[src/rtl/data_cache_pkg.sv]
// Shared types, geometry defaults and byte-lane helpers for the L1 data cache.
package data_cache_pkg;

  localparam int unsigned DEF_SETS = 8;
  localparam int unsigned IDX_W    = $clog2(DEF_SETS);
  localparam int unsigned TAG_W    = 32 - IDX_W - 2;

  typedef enum logic [1:0] {
    IDLE,
    FILL,
    WRITE
  } state_t;

  // Load data: full word, or the addressed byte lane zero-extended.
  function automatic logic [31:0] lane_select(input logic [31:0] word,
                                              input logic [1:0]  offset,
                                              input logic        byte_op);
    logic [7:0] lane;
    lane = word[{offset, 3'b000} +: 8];
    return byte_op ? {24'h0, lane} : word;
  endfunction

  // Byte enables for a store merged into a line.
  function automatic logic [3:0] store_be(input logic [1:0] offset,
                                          input logic       byte_op);
    return byte_op ? (4'b0001 << offset) : 4'b1111;
  endfunction

  // Store data replicated so the enabled lane always carries wdata[7:0].
  function automatic logic [31:0] store_data(input logic [31:0] wdata,
                                             input logic        byte_op);
    return byte_op ? {4{wdata[7:0]}} : wdata;
  endfunction

endpackage

[src/rtl/data_cache_if.sv]
// Memory-side bus of the data cache; master = cache, slave = main memory.
interface data_cache_if #(
  parameter int unsigned DATA_WIDTH = 32,
  parameter int unsigned ADDR_WIDTH = 32
);

  logic                  mem_req_o;
  logic                  mem_we_o;
  logic                  mem_byte_op_o;
  logic [ADDR_WIDTH-1:0] mem_addr_o;
  logic [DATA_WIDTH-1:0] mem_wdata_o;
  logic [DATA_WIDTH-1:0] mem_rdata_i;
  logic                  mem_ack_i;

  modport master (
    output mem_req_o, mem_we_o, mem_byte_op_o, mem_addr_o, mem_wdata_o,
    input  mem_rdata_i, mem_ack_i
  );

  modport slave (
    input  mem_req_o, mem_we_o, mem_byte_op_o, mem_addr_o, mem_wdata_o,
    output mem_rdata_i, mem_ack_i
  );

endinterface

[src/rtl/data_cache_array.sv]
// Valid/tag/data storage: asynchronous read by index, one synchronous
// byte-enabled write port; reset clears only the valid bits.
module data_cache_array
  import data_cache_pkg::*;
#(
  parameter int unsigned SET_CNT  = DEF_SETS,
  parameter int unsigned IDX_BITS = IDX_W,
  parameter int unsigned TAG_BITS = TAG_W
) (
  input  logic                clk_i,
  input  logic                rst_ni,
  input  logic [IDX_BITS-1:0] rd_idx,
  output logic                rd_valid,
  output logic [TAG_BITS-1:0] rd_tag,
  output logic [31:0]         rd_data,
  input  logic                wr_en,
  input  logic [IDX_BITS-1:0] wr_idx,
  input  logic [TAG_BITS-1:0] wr_tag,
  input  logic [3:0]          wr_be,
  input  logic [31:0]         wr_data
);

  logic [SET_CNT-1:0]  valid_q;
  logic [TAG_BITS-1:0] tag_q  [SET_CNT];
  logic [31:0]         data_q [SET_CNT];

  assign rd_valid = valid_q[rd_idx];
  assign rd_tag   = tag_q[rd_idx];
  assign rd_data  = data_q[rd_idx];

  // Line update: a write marks the line valid and (re)writes its tag.
  always_ff @(posedge clk_i) begin
    if (!rst_ni) begin
      valid_q <= '0;
    end else if (wr_en) begin
      valid_q[wr_idx] <= 1'b1;
      tag_q[wr_idx]   <= wr_tag;
      for (int unsigned b = 0; b < 4; b++) begin
        if (wr_be[b]) data_q[wr_idx][8*b +: 8] <= wr_data[8*b +: 8];
      end
    end
  end

endmodule

[src/rtl/data_cache.sv]
// Direct-mapped, write-through, no-write-allocate L1 data cache.
// Load hits complete in the request cycle; misses and stores stall until ack.
module data_cache
  import data_cache_pkg::*;
#(
  parameter int unsigned DATA_WIDTH = 32,
  parameter int unsigned ADDR_WIDTH = 32,
  parameter int unsigned SETS       = DEF_SETS
) (
  input  logic                  clk_i,
  input  logic                  rst_ni,
  input  logic                  req_i,
  input  logic                  we_i,
  input  logic                  byte_op_i,
  input  logic [ADDR_WIDTH-1:0] addr_i,
  input  logic [DATA_WIDTH-1:0] wdata_i,
  output logic [DATA_WIDTH-1:0] rdata_o,
  output logic                  stall_o,
  data_cache_if.master          mem,
  output logic [31:0]           hit_cnt_o,
  output logic [31:0]           miss_cnt_o
);

  localparam int unsigned IDX_BITS = $clog2(SETS);
  localparam int unsigned TAG_BITS = ADDR_WIDTH - IDX_BITS - 2;

  state_t              state_q, state_d;
  logic [1:0]          offset;
  logic [IDX_BITS-1:0] idx;
  logic [TAG_BITS-1:0] tag;
  logic                line_valid;
  logic [TAG_BITS-1:0] line_tag;
  logic [31:0]         line_data;
  logic                hit;
  logic                wr_en;
  logic [3:0]          wr_be;
  logic [31:0]         wr_data;
  logic                hit_inc, miss_inc;
  logic [31:0]         hit_cnt_q, miss_cnt_q;

  assign offset = addr_i[1:0];
  assign idx    = addr_i[IDX_BITS+1:2];
  assign tag    = addr_i[ADDR_WIDTH-1:IDX_BITS+2];
  assign hit    = line_valid && (line_tag == tag);

  data_cache_array #(
    .SET_CNT (SETS),
    .IDX_BITS(IDX_BITS),
    .TAG_BITS(TAG_BITS)
  ) u_array (
    .clk_i   (clk_i),
    .rst_ni  (rst_ni),
    .rd_idx  (idx),
    .rd_valid(line_valid),
    .rd_tag  (line_tag),
    .rd_data (line_data),
    .wr_en   (wr_en),
    .wr_idx  (idx),
    .wr_tag  (tag),
    .wr_be   (wr_be),
    .wr_data (wr_data)
  );

  // State register.
  always_ff @(posedge clk_i) begin
    if (!rst_ni) state_q <= IDLE;
    else         state_q <= state_d;
  end

  // Next state, core/memory outputs and line writes.
  always_comb begin
    state_d           = state_q;
    stall_o           = 1'b0;
    rdata_o           = '0;
    mem.mem_req_o     = 1'b0;
    mem.mem_we_o      = 1'b0;
    mem.mem_byte_op_o = 1'b0;
    mem.mem_addr_o    = '0;
    mem.mem_wdata_o   = '0;
    wr_en             = 1'b0;
    wr_be             = '0;
    wr_data           = '0;
    hit_inc           = 1'b0;
    miss_inc          = 1'b0;
    unique case (state_q)
      IDLE: begin
        if (req_i) begin
          if (we_i) begin
            stall_o = 1'b1;
            state_d = WRITE;
          end else if (hit) begin
            rdata_o = lane_select(line_data, offset, byte_op_i);
            hit_inc = 1'b1;
          end else begin
            stall_o  = 1'b1;
            miss_inc = 1'b1;
            state_d  = FILL;
          end
        end
      end
      FILL: begin
        mem.mem_req_o  = 1'b1;
        mem.mem_addr_o = {addr_i[ADDR_WIDTH-1:2], 2'b00};
        if (mem.mem_ack_i) begin
          wr_en   = 1'b1;
          wr_be   = 4'b1111;
          wr_data = mem.mem_rdata_i;
          rdata_o = lane_select(mem.mem_rdata_i, offset, byte_op_i);
          state_d = IDLE;
        end else begin
          stall_o = 1'b1;
        end
      end
      WRITE: begin
        mem.mem_req_o     = 1'b1;
        mem.mem_we_o      = 1'b1;
        mem.mem_byte_op_o = byte_op_i;
        mem.mem_addr_o    = addr_i;
        mem.mem_wdata_o   = wdata_i;
        if (mem.mem_ack_i) begin
          state_d = IDLE;
          if (hit) begin
            wr_en   = 1'b1;
            wr_be   = store_be(offset, byte_op_i);
            wr_data = store_data(wdata_i, byte_op_i);
          end
        end else begin
          stall_o = 1'b1;
        end
      end
      default: state_d = IDLE;
    endcase
  end

  // Saturating load hit/miss counters.
  always_ff @(posedge clk_i) begin
    if (!rst_ni) begin
      hit_cnt_q  <= '0;
      miss_cnt_q <= '0;
    end else begin
      if (hit_inc && (hit_cnt_q != '1))   hit_cnt_q  <= hit_cnt_q + 32'd1;
      if (miss_inc && (miss_cnt_q != '1)) miss_cnt_q <= miss_cnt_q + 32'd1;
    end
  end

  assign hit_cnt_o  = hit_cnt_q;
  assign miss_cnt_o = miss_cnt_q;

endmodule

[src/flat_wrapper.sv]
// flat-port wrapper written by rule: the top's interface ports become plain ports
module data_cache_flat import data_cache_pkg::*;
#(
  parameter int unsigned DATA_WIDTH = 32,
  parameter int unsigned ADDR_WIDTH = 32,
  parameter int unsigned SETS       = DEF_SETS
)
  (clk_i, rst_ni, req_i, we_i, byte_op_i, addr_i, wdata_i, rdata_o, stall_o, hit_cnt_o, miss_cnt_o, mem_mem_req_o, mem_mem_we_o, mem_mem_byte_op_o, mem_mem_addr_o, mem_mem_wdata_o, mem_mem_rdata_i, mem_mem_ack_i);
  data_cache_if #(.DATA_WIDTH(DATA_WIDTH), .ADDR_WIDTH(ADDR_WIDTH)) mem_i ();
  input  logic clk_i;
  input  logic rst_ni;
  input  logic req_i;
  input  logic we_i;
  input  logic byte_op_i;
  input  logic [ADDR_WIDTH-1:0] addr_i;
  input  logic [DATA_WIDTH-1:0] wdata_i;
  output logic [DATA_WIDTH-1:0] rdata_o;
  output logic stall_o;
  output logic [31:0] hit_cnt_o;
  output logic [31:0] miss_cnt_o;
  output wire logic [$bits(mem_i.mem_req_o)-1:0] mem_mem_req_o;
  output wire logic [$bits(mem_i.mem_we_o)-1:0] mem_mem_we_o;
  output wire logic [$bits(mem_i.mem_byte_op_o)-1:0] mem_mem_byte_op_o;
  output wire logic [$bits(mem_i.mem_addr_o)-1:0] mem_mem_addr_o;
  output wire logic [$bits(mem_i.mem_wdata_o)-1:0] mem_mem_wdata_o;
  input wire logic [$bits(mem_i.mem_rdata_i)-1:0] mem_mem_rdata_i;
  input wire logic [$bits(mem_i.mem_ack_i)-1:0] mem_mem_ack_i;
  assign mem_mem_req_o = mem_i.mem_req_o;
  assign mem_mem_we_o = mem_i.mem_we_o;
  assign mem_mem_byte_op_o = mem_i.mem_byte_op_o;
  assign mem_mem_addr_o = mem_i.mem_addr_o;
  assign mem_mem_wdata_o = mem_i.mem_wdata_o;
  assign mem_i.mem_rdata_i = mem_mem_rdata_i;
  assign mem_i.mem_ack_i = mem_mem_ack_i;
  data_cache #(.DATA_WIDTH(DATA_WIDTH), .ADDR_WIDTH(ADDR_WIDTH), .SETS(SETS)) u_core (.clk_i(clk_i), .rst_ni(rst_ni), .req_i(req_i), .we_i(we_i), .byte_op_i(byte_op_i), .addr_i(addr_i), .wdata_i(wdata_i), .rdata_o(rdata_o), .stall_o(stall_o), .mem(mem_i), .hit_cnt_o(hit_cnt_o), .miss_cnt_o(miss_cnt_o));
endmodule
[config.mk]
export PLATFORM = sky130hd
export DESIGN_NAME = data_cache_flat
export DESIGN_NICKNAME = d
export VERILOG_FILES = /design/src/rtl/data_cache_pkg.sv /design/src/rtl/data_cache_if.sv /design/src/rtl/data_cache_array.sv /design/src/rtl/data_cache.sv /design/src/flat_wrapper.sv
export SDC_FILE = /design/constraint.sdc
export NUM_CORES = 1
export LEC_CHECK = 0
export CORE_ASPECT_RATIO = 1.4
export CORE_MARGIN = 5
export CORE_UTILIZATION = 49
export DETAILED_ROUTE_END_ITERATION = 10
export PLACE_DENSITY = 0.71
export RECOVER_POWER = 25
export REMOVE_ABC_BUFFERS = 1
export SLEW_MARGIN = 20
export SYNTH_ARGS = -nofsm -noshare
export SYNTH_HDL_FRONTEND = slang
export SYNTH_HIERARCHICAL = 1
export SYNTH_SLANG_ARGS = --single-unit
[constraint.sdc]
create_clock -name clk_i -period 10.7 [get_ports clk_i]
set_input_delay 2.14 -clock clk_i [delete_from_list [all_inputs] [get_ports clk_i]]
set_output_delay 2.14 -clock clk_i [all_outputs]
set_load 0.01 [all_outputs]
* Word level (Yosys, flattened, before mapping) *
Memory sizes are Yosys's and may differ from the RTL's.
Index checks and enable logic that the tools add are counted.

storage, ports and cells
  bits in registers = 74
  latch bits = 0
  bits in writable memories = 472
  bits in read-only memories = 0
  input port bits = 102
  output and inout bits = 164
  logic and storage cells = 94
  memories kept = 2

memory list
  name                   depth  width  read ports  clocked after memory_dff  write ports  RTL line                RTL
  u_core.u_array.data_q  8      32     1           0                         1            data_cache_array.sv:25  logic [31:0] data_q [SET_CNT];
  u_core.u_array.tag_q   8      27     1           0                         1            data_cache_array.sv:24  logic [TAG_BITS-1:0] tag_q [SET_CNT];

operators by class
  add/sub/neg operators = 2
  $mul = 0
  divide/modulo/power cells = 0
  magnitude comparators = 2
  equality and inequality tests = 8
  shifts and indexed selects = 3
  muxes and demuxes = 65
  bitwise logic cells = 1
  reduce and logical (&&, ||, !) cells = 7

operators by type and width
  kind                                                                    number
  32-bit two-way mux                                                      11
  32-bit case mux with 2 select lines                                     3
  32-bit by 1-bit adder with 32-bit output (second input constant)        2
  32-bit inequality test (second input constant)                          2
  32-bit by 6-bit indexed part select with 8-bit output                   2
  1-bit two-way mux                                                       37
  27-bit equality test                                                    1
  4-bit two-way mux                                                       4
  2-bit two-way mux                                                       4
  8-bit bitwise OR                                                        1
  4-bit case mux with 2 select lines                                      1
  1-bit logical AND                                                       4
  3-bit by 4-bit < comparator with 1-bit output (second input constant)   1
  1-bit case mux with 2 select lines                                      2
  2-bit case mux with 2 select lines                                      1
  1-bit by 2-bit << shifter with 4-bit output (first input constant)      1
  1-bit binary-select mux with 3-bit select                               1
  1-bit demux with 3-bit select                                           1
  3-bit by 1-bit >= comparator with 1-bit output (second input constant)  1
  3-bit inequality test (second input constant)                           1
  3-bit AND reduction                                                     1
  2-bit by 1-bit equality test with 1-bit output (second input constant)  1
  2-bit equality test (second input constant)                             1
  2-bit logical NOT                                                       1
  other kinds (3)                                                         3

* Longest topological paths before layout *
Gate-level depths: netlist of run 1.

  depth after elaboration = 10
  depth in mapped cells = 15
  gate-level depth less buffers = 10

* Cells and area by module *
Netlist of run 1, hierarchy kept.

by module, submodules not included
  module            times used  cells each  area an instance (sq um)  sequential area each (sq um)
  data_cache_array  1           768         18280.0                   14333.7
  data_cache        1           845         6010.8                    1321.3

* Worst setup path before layout of run 1 *
Ideal clock, no wire load.

  path type = input to output
  start = in addr_i[2]
  end = out rdata_o[10]
  arrival = 5.058 ns
  data required time = 8.560 ns
  setup slack = 3.502 ns
  stages on the path = 12
  buffers on the path = 4
  cells stage by stage = buf_4 -> buf_6 -> mux4_2 -> mux2_2 -> xnor2_1 -> nand4_1 -> or3_1 -> nor4_1 -> clkbuf_1 -> clkbuf_1 -> a22oi_1 -> nor2_1

on the way
  longest elaborated chain between the ends = 7
  elaborated cells between the ends (all ways) = 11
  those cells by class = eq/ne (1); mux (7); reduce/logical (1); memory (2)

ends and longest elaborated chain
  what                                 RTL line            RTL
  start: declaration                   flat_wrapper.sv:15  input logic [ADDR_WIDTH-1:0] addr_i;
  memory 8 x 27 bit                    -
  via u_core.line_tag[18]              data_cache.sv:32    logic [TAG_BITS-1:0] line_tag;
  27-bit equality test                 data_cache.sv:44    assign hit = line_valid && (line_tag == tag);
  1-bit logical AND                    data_cache.sv:44
  32-bit two-way mux                   data_cache.sv:91    end else if (hit) begin
  32-bit two-way mux                   data_cache.sv:88    if (we_i) begin
  32-bit two-way mux                   data_cache.sv:87    if (req_i) begin
  32-bit case mux with 2 select lines  data_cache.sv:85    unique case (state_q)
  end: declaration                     flat_wrapper.sv:17  output logic [DATA_WIDTH-1:0] rdata_o;

The timed path passes the listed nets, and every way through them passes these cells. The select of a mux whose other input is x is not followed.

* Final worst setup path of run 1 *
  start = in addr_i[2]
  end = out stall_o

on the way
  longest elaborated chain between the ends = 7
  elaborated cells between the ends (all ways) = 9
  those cells by class = eq/ne (1); mux (6); reduce/logical (1); memory (1)

ends and longest elaborated chain
  what                                RTL line            RTL
  memory 8 x 27 bit                   -
  via u_core.line_tag[11]             data_cache.sv:32
  27-bit equality test                data_cache.sv:44
  1-bit logical AND                   data_cache.sv:44
  1-bit two-way mux                   data_cache.sv:91
  1-bit two-way mux                   data_cache.sv:88
  1-bit two-way mux                   data_cache.sv:87
  1-bit case mux with 2 select lines  data_cache.sv:85
  end: declaration                    flat_wrapper.sv:18  output logic stall_o;

The timed path passes the listed nets, and every way through them passes these cells. The select of a mux whose other input is x is not followed.

==> flow_summary.toml, run 1 <==
[grt]
grt_pass1_wl_um = 95800
globalRoute.totalOverflow = 0
gr-usage-met2_pct = 41.2
antenna_found_initial = 1
grt_usage_pct = 23.2
grt_use_met3_pct = 4.01
globalRouteMet1Util_pct = 29.0
busiest_layer = "met2"
pin_count_of_the_biggest_net_entering_global_routing = 62
first_global_vias = 15478

[floorplanning]
rows = 96
die-height_um = 273
floorplan.core_area_um2 = 49000
pin_count = 266
fp.dieArea_um2 = 54200
die_width_um = 198
initial_utilization_pct = 49.6

[timing]
rsz0062_at_grt = "no"
finalMaxSlewViolations = 0
worst_pin_slew_ns = 1.23
fin_crit_ns = 8.78
fmax_ghz = 0.114
layout_setup_ws_ns = 1.92
setup_violations = 0
worst_slew_margin_rel_pct = 17.8
timing.final.crit_share_pct = 82.1
tns_ns = 0
hold_viol_final = 0
clock_skew_after_layout_ns = 0.0356

[clock_tree]
clockRootBuffer = "clkbuf_16"
cts.sinks = 546
cts_resized = 0
cts.path.max_buffers = 3
cts_post_setup_buffers_inserted = 0
cts.hold.buffers_added = 0
cts.clk_slew.worst_paths_ns = 0.06
clock_tree.htree_level_count = 2
worst_skew_pair.late_latency_ns = 0.60
cts_tree = "done"
cts-buffers-inserted = 51

[yosys]
synth_seq_area_share_pct = 64.4
synthesized_area_divided_by_synthesized_cell_count_um2 = 15.1
synth_seq_cells = 546
ys_warn_count = 6
syn-cell-area_um2 = 24300
ys_types = 61
yosys_most_used_dff = "edfxtp_1"
synth_enable_flop_cells = 472
synth_cells = 1613
synth_async_reset_ratio_pct = 0

[worst_setup_path]
r2r_start = "u_core/u_array/tag_q[4][24]$_DFFE_PP_"
r2r-end = "u_core/u_array/data_q[3][8]$_DFFE_PP_"
crit_arrival_ns = 6.64
r2r.worst_path.cells = 10
startpoint_type = "input port"
setup.reg_to_reg.worst_slack_ns = 4.77
timing.critical_path.fanout_max = 61
crit_type = "in -> out"
worst_setup_ep_type = "primary output"
timing.critical_path.required_ns = 8.56

[placement]
finalWeightedCongestion = 0.895
post-dp-hpwl_um = 43400
dp_worst_setup_slack_ns = 1.91
placement.io_buffers = 265

[final_layout]
multi_input_area_um2 = 8150
syn_to_final_growth_pct = 20.5
num-fill-cells = 3696
final_common_cell = "edfxtp_1"
post_route_cells_drive_above_1_share_pct = 18.1
layout.area.seq_um2 = 15700
final_cell_mix = "edfxtp_1 (472), clkdlybuf4s50_1 (155), mux4_2 (120)"
nNetsFinal = 1977
antennaDiodeCount = 0

[worst_hold_path]
hold_depth = 2
end_point_of_the_worst_hold_path = "u_core/u_array/valid_q[1]$_SDFFE_PN0P_"
start_point_of_the_worst_hold_path = "u_core/u_array/valid_q[1]$_SDFFE_PN0P_"
min-delay-path-class = "reg -> reg"

[routing]
detail_route.drc_violations = 0
route.detailed.vias_per_inst = 6.16
dr_total_vias = 15676
initialDrtViolationCount = 1352
dr_wl_cell_um = 25.4
antenna_violating_nets_post_route = 0
drt-total-wl_um = 64600
detailedRoute.firstPassIterationCount = 5

[power]
power.static_leakage_nw = 10.1
power.density_cell_area_nw_per_um2 = 150
vdd.ir_drop.worst_mv = 0.143

[job]
cap_viol_max_count = 0

[status]
result_of_the_run = "complete, no violations"
==> worst max-delay path: stages <==
cell and delay [ns]:
clkbuf_8 0.50, buf_4 0.59, mux4_2 0.57, mux2_2 0.28
nand2b_1 0.09, o2111ai_1 0.11, nor4_1 0.44, and4b_2 0.98
a221oi_1 0.18, clkdlybuf4s50_1 0.54
==> cells in the mapped netlist (12+ instances only) <==
cell | n | area [um^2]
o21ai_0 | 77 | 385
buf_2 | 17 | 85.1
xnor2_1 | 12 | 105
a22oi_1 | 32 | 240
mux2_2 | 68 | 766
nand2_1 | 108 | 405
o31ai_1 | 19 | 143
a21oi_1 | 46 | 230
and2_1 | 69 | 432
inv_1 | 14 | 52.6
nor3_1 | 44 | 220
nand4_1 | 37 | 231
mux4_2 | 120 | 2700
nor2_1 | 45 | 169
nand3_1 | 30 | 150
or4_1 | 19 | 143
nor4_1 | 13 | 81.3
edfxtp_1 | 472 | 14200
mux2i_1 | 45 | 450
dfxtp_1 | 74 | 1480
or3_1 | 22 | 138
clkbuf_1 | 70 | 263
nand2b_1 | 33 | 206
==> through the flow <==
step                power [mW]  hold slack [ns]  cell area (um^2)  cells  util (%)
detailed placement        2.65            0.442             27600   2453      56.4
floorplan                 2.47            0.418             23800   1506         -
CTS                       4.42            0.457             29300   2544      59.7
global route              4.52            0.493             29300   2544      59.7
global placement          2.65            0.430             27600   2453      56.4
finish                    4.38            0.450             29300   2544      59.7
==> worst max path at each step <==
stage,from,endpoint,slack [ns],cells past startpoint
2_1_floorplan,addr_i[2],rdata_o[10],1.83,8
3_3_place_gp,addr_i[2],stall_o,2.01,10
3_5_place_dp,addr_i[2],stall_o,1.91,10
4_1_cts,addr_i[2],stall_o,1.91,10
5_1_grt,addr_i[2],stall_o,1.51,10
6_report,addr_i[2],stall_o,1.92,10
==> logic make-up after synthesis <==
logic type / count (synthesis) / synth area share, %
AO/OA/AOI/OAI: 226 / 5.90
buffers and inverters: 126 / 2.39
AND/OR/NAND/NOR: 456 / 10.1
XOR/XNOR: 20 / 0.721
flip-flops: 546 / 64.4
multiplexers: 233 / 16.1
adder cells (fa/ha/maj): 6 / 0.309
==> metal layers <==
layer / vias up / wire (um) / share of wire [%]
li1: 6907 / - / -
met4: 0 / 2150 / 3.3
met2: 766 / 33400 / 52
met5: - / 0 / 0
met3: 111 / 5480 / 8.5
met1: 7892 / 23600 / 37
==> sequential cells by signal, indices dropped and copies added, names as in the netlist <==
register	flops
u_core/u_array/tag_q	216
u_core/state_q	2
u_core/u_array/data_q	256
u_core/miss_cnt_o	32
u_core/u_array/valid_q	8
u_core/hit_cnt_o	32
==> final cells by class <==
cell class,instances,area share (%)
inverter,19,0.244
sequential,546,53.5
tap,637,2.72
clock buffer,59,4.46
timing repair buffer,310,10.2
multi-input combinational,941,27.8
clock inverter,32,1.11
==> power by group <==
part           total [mW]  internal [mW]  switching (mW)
sequential           2.30           2.30         0.00159
combinational       0.303          0.134           0.170
clock                1.77           1.00           0.775
total                4.38           3.43           0.946
(Power assumes the default switching activity.)
==> run 2: changes to the inputs <==
--- a/config.mk
+++ b/config.mk
@@ -9,7 +9,7 @@
 export CORE_MARGIN = 5
 export CORE_UTILIZATION = 49
 export DETAILED_ROUTE_END_ITERATION = 10
-export PLACE_DENSITY = 0.71
+export PLACE_DENSITY = 0.74
 export RECOVER_POWER = 25
 export REMOVE_ABC_BUFFERS = 1
 export SLEW_MARGIN = 20
==> constraint.sdc (replaced) <==
create_clock -name clk_i -period 7.85 [get_ports clk_i]
set_input_delay 1.57 -clock clk_i [delete_from_list [all_inputs] [get_ports clk_i]]
set_output_delay 1.57 -clock clk_i [all_outputs]
set_load 0.01 [all_outputs]
==> flow_summary.toml, run 2 (synthesized netlist as in run 1, its figures left out) <==
[status]
result_of_the_run = "finished with violations"
failing_checks = "capacitance limit, slew limit"

[routing]
initialDrtViolationCount = 1418
detailedRoute.firstPassIterationCount = 5
antenna_violating_nets_post_route = 0
route.detailed.vias_per_inst = 6.23
detail_route.drc_violations = 0
dr_total_vias = 15989
dr_wl_cell_um = 25.6
drt-total-wl_um = 65700

[worst_setup_path]
worst_setup_ep_type = "primary output"
r2r.worst_path.cells = 13
timing.critical_path.fanout_max = 49
crit_type = "in -> out"
crit_arrival_ns = 5.37
timing.critical_path.required_ns = 6.28
startpoint_type = "input port"

[final_layout]
post_route_cells_drive_above_1_share_pct = 18.4
nNetsFinal = 1999
largestRegisters = "u_core/u_array/data_q: 256 flops, u_core/u_array/tag_q: 216 flops"
syn_to_final_growth_pct = 21.3
final_common_cell = "edfxtp_1"
registers.top_by_ff_count = "u_core/u_array/data_q"
num-fill-cells = 3711
final_cell_count_no_fill = 2568
final_cell_mix = "edfxtp_1 (472), clkdlybuf4s50_1 (163), mux4_2 (120)"
largest_reg_flops = 256
antennaDiodeCount = 0

[timing]
worst_pin_slew_ns = 1.91
timing.final.crit_share_pct = 88.5
hold_viol_final = 0
tns_ns = 0
worst_slew_margin_rel_pct = -27.5
layout_setup_ws_ns = 0.906
clock_skew_after_layout_ns = 0.0190
rsz0062_at_grt = "no"
finalMaxSlewViolations = 39
fin_crit_ns = 6.94
setup_violations = 0
fmax_ghz = 0.144

[power]
vdd.ir_drop.worst_mv = 0.175
p_sw_share_pct = 21.3
power.static_leakage_nw = 10.2
p_total_mw = 6.06
power.density_cell_area_nw_per_um2 = 206
netSwitchingPower_mw = 1.29
p_comb_share_pct = 6.9
seq_power_share_pct = 51.8
clock_power_share_pct = 41.3
intPower_mw = 4.77

[placement]
dp_worst_setup_slack_ns = 0.914
finalWeightedCongestion = 0.928
dpl.cell_count = 2475
post-dp-hpwl_um = 43900
placement.io_buffers = 265

[clock_tree]
cts_resized = 0
cts.hold.buffers_added = 0
cts_post_setup_buffers_inserted = 0
cts-buffers-inserted = 51
worst_skew_pair.late_latency_ns = 0.60
clock_tree.htree_level_count = 2
cts.sinks = 546
cts.path.max_buffers = 3
cts_tree = "done"
clockRootBuffer = "clkbuf_16"
cts.clk_slew.worst_paths_ns = 0.06

[floorplanning]
fp.dieArea_um2 = 54200
pin_count = 266
floorplan.core_area_um2 = 49000
rows = 96
initial_utilization_pct = 49.6
die-height_um = 273
die_width_um = 198

[grt]
antenna_found_initial = 0
globalRoute.totalOverflow = 0
grt_usage_pct = 23.7
first_global_vias = 15820
grt_pass1_wl_um = 97000
pin_count_of_the_biggest_net_entering_global_routing = 61

[worst_hold_path]
min-delay-path-class = "reg -> reg"
hold_depth = 2

[job]
cap_viol_max_count = 1
## run 2: changes by cell type in the layout (fill, tap and decap cells not counted), sizes merged, moves of 2 or more
cell,change
bufinv,+2
dlygate4sd3,-8
buf,+21
clkbuf,+9
clkdlybuf4s50,+8
clkinv,-8
## run 2: worst max-delay path: stages
cell and delay (ns):
buf_4 0.55, mux4_2 0.41, mux2_2 0.29, xor2_1 0.17, nor4_1 0.73, nand3_1 0.26, nor4_2 0.29, buf_12 0.26
a22oi_1 0.11, nor2_1 0.13, clkdlybuf4s50_1 0.55
## run 2: through the flow
stage	util [%]	hold WS, ns	instance area [um^2]
2_1_floorplan	-	0.418	23800
3_3_place_gp	56.7	0.429	27800
3_5_place_dp	56.7	0.446	27800
4_1_cts	60.1	0.460	29500
5_1_grt	60.1	0.481	29500
6_report	60.1	0.463	29500
## run 2: layer usage
layer / vias up / wire [um] / GRT usage (%)
met4: 0 / 2370 / 8.23
met3: 130 / 6120 / 4.91
met5: - / 0 / 0
met1: 8010 / 24000 / 29.5
li1: 6954 / - / -
met2: 895 / 33300 / 41.4
## run 2: final timing paths
path	startpoint	endpoint	slack [ns]
max	addr_i[4]	rdata_o[11]	0.91
min	u_core/u_array/valid_q[3]$_SDFFE_PN0P_	u_core/u_array/valid_q[3]$_SDFFE_PN0P_	0.46
max reg2reg	u_core/u_array/tag_q[5][22]$_DFFE_PP_	u_core/u_array/data_q[3][25]$_DFFE_PP_	2.76
min reg2reg	u_core/u_array/valid_q[3]$_SDFFE_PN0P_	u_core/u_array/valid_q[3]$_SDFFE_PN0P_	0.46
## run 2: cell type report
class,instances,area [um^2],area share [%]
Sequential cell,546,15700,53.1
Timing Repair Buffer,332,3180,10.8
Clock inverter,26,317,1.07
Multi-Input combinational cell,941,8100,27.5
Clock buffer,67,1360,4.61
Inverter,19,71.3,0.242
Tap cell,637,797,2.70
## run 2: power groups by stage
stage | clock network [mW] | registers [mW] | logic (mW)
6_report | 2.50 | 3.14 | 0.421
5_1_grt | 2.66 | 3.13 | 0.446
4_1_cts | 2.54 | 3.14 | 0.422
3_5_place_dp | 0 | 3.20 | 0.420
3_3_place_gp | 0 | 3.20 | 0.414
2_1_floorplan | 0 | 3.20 | 0.173
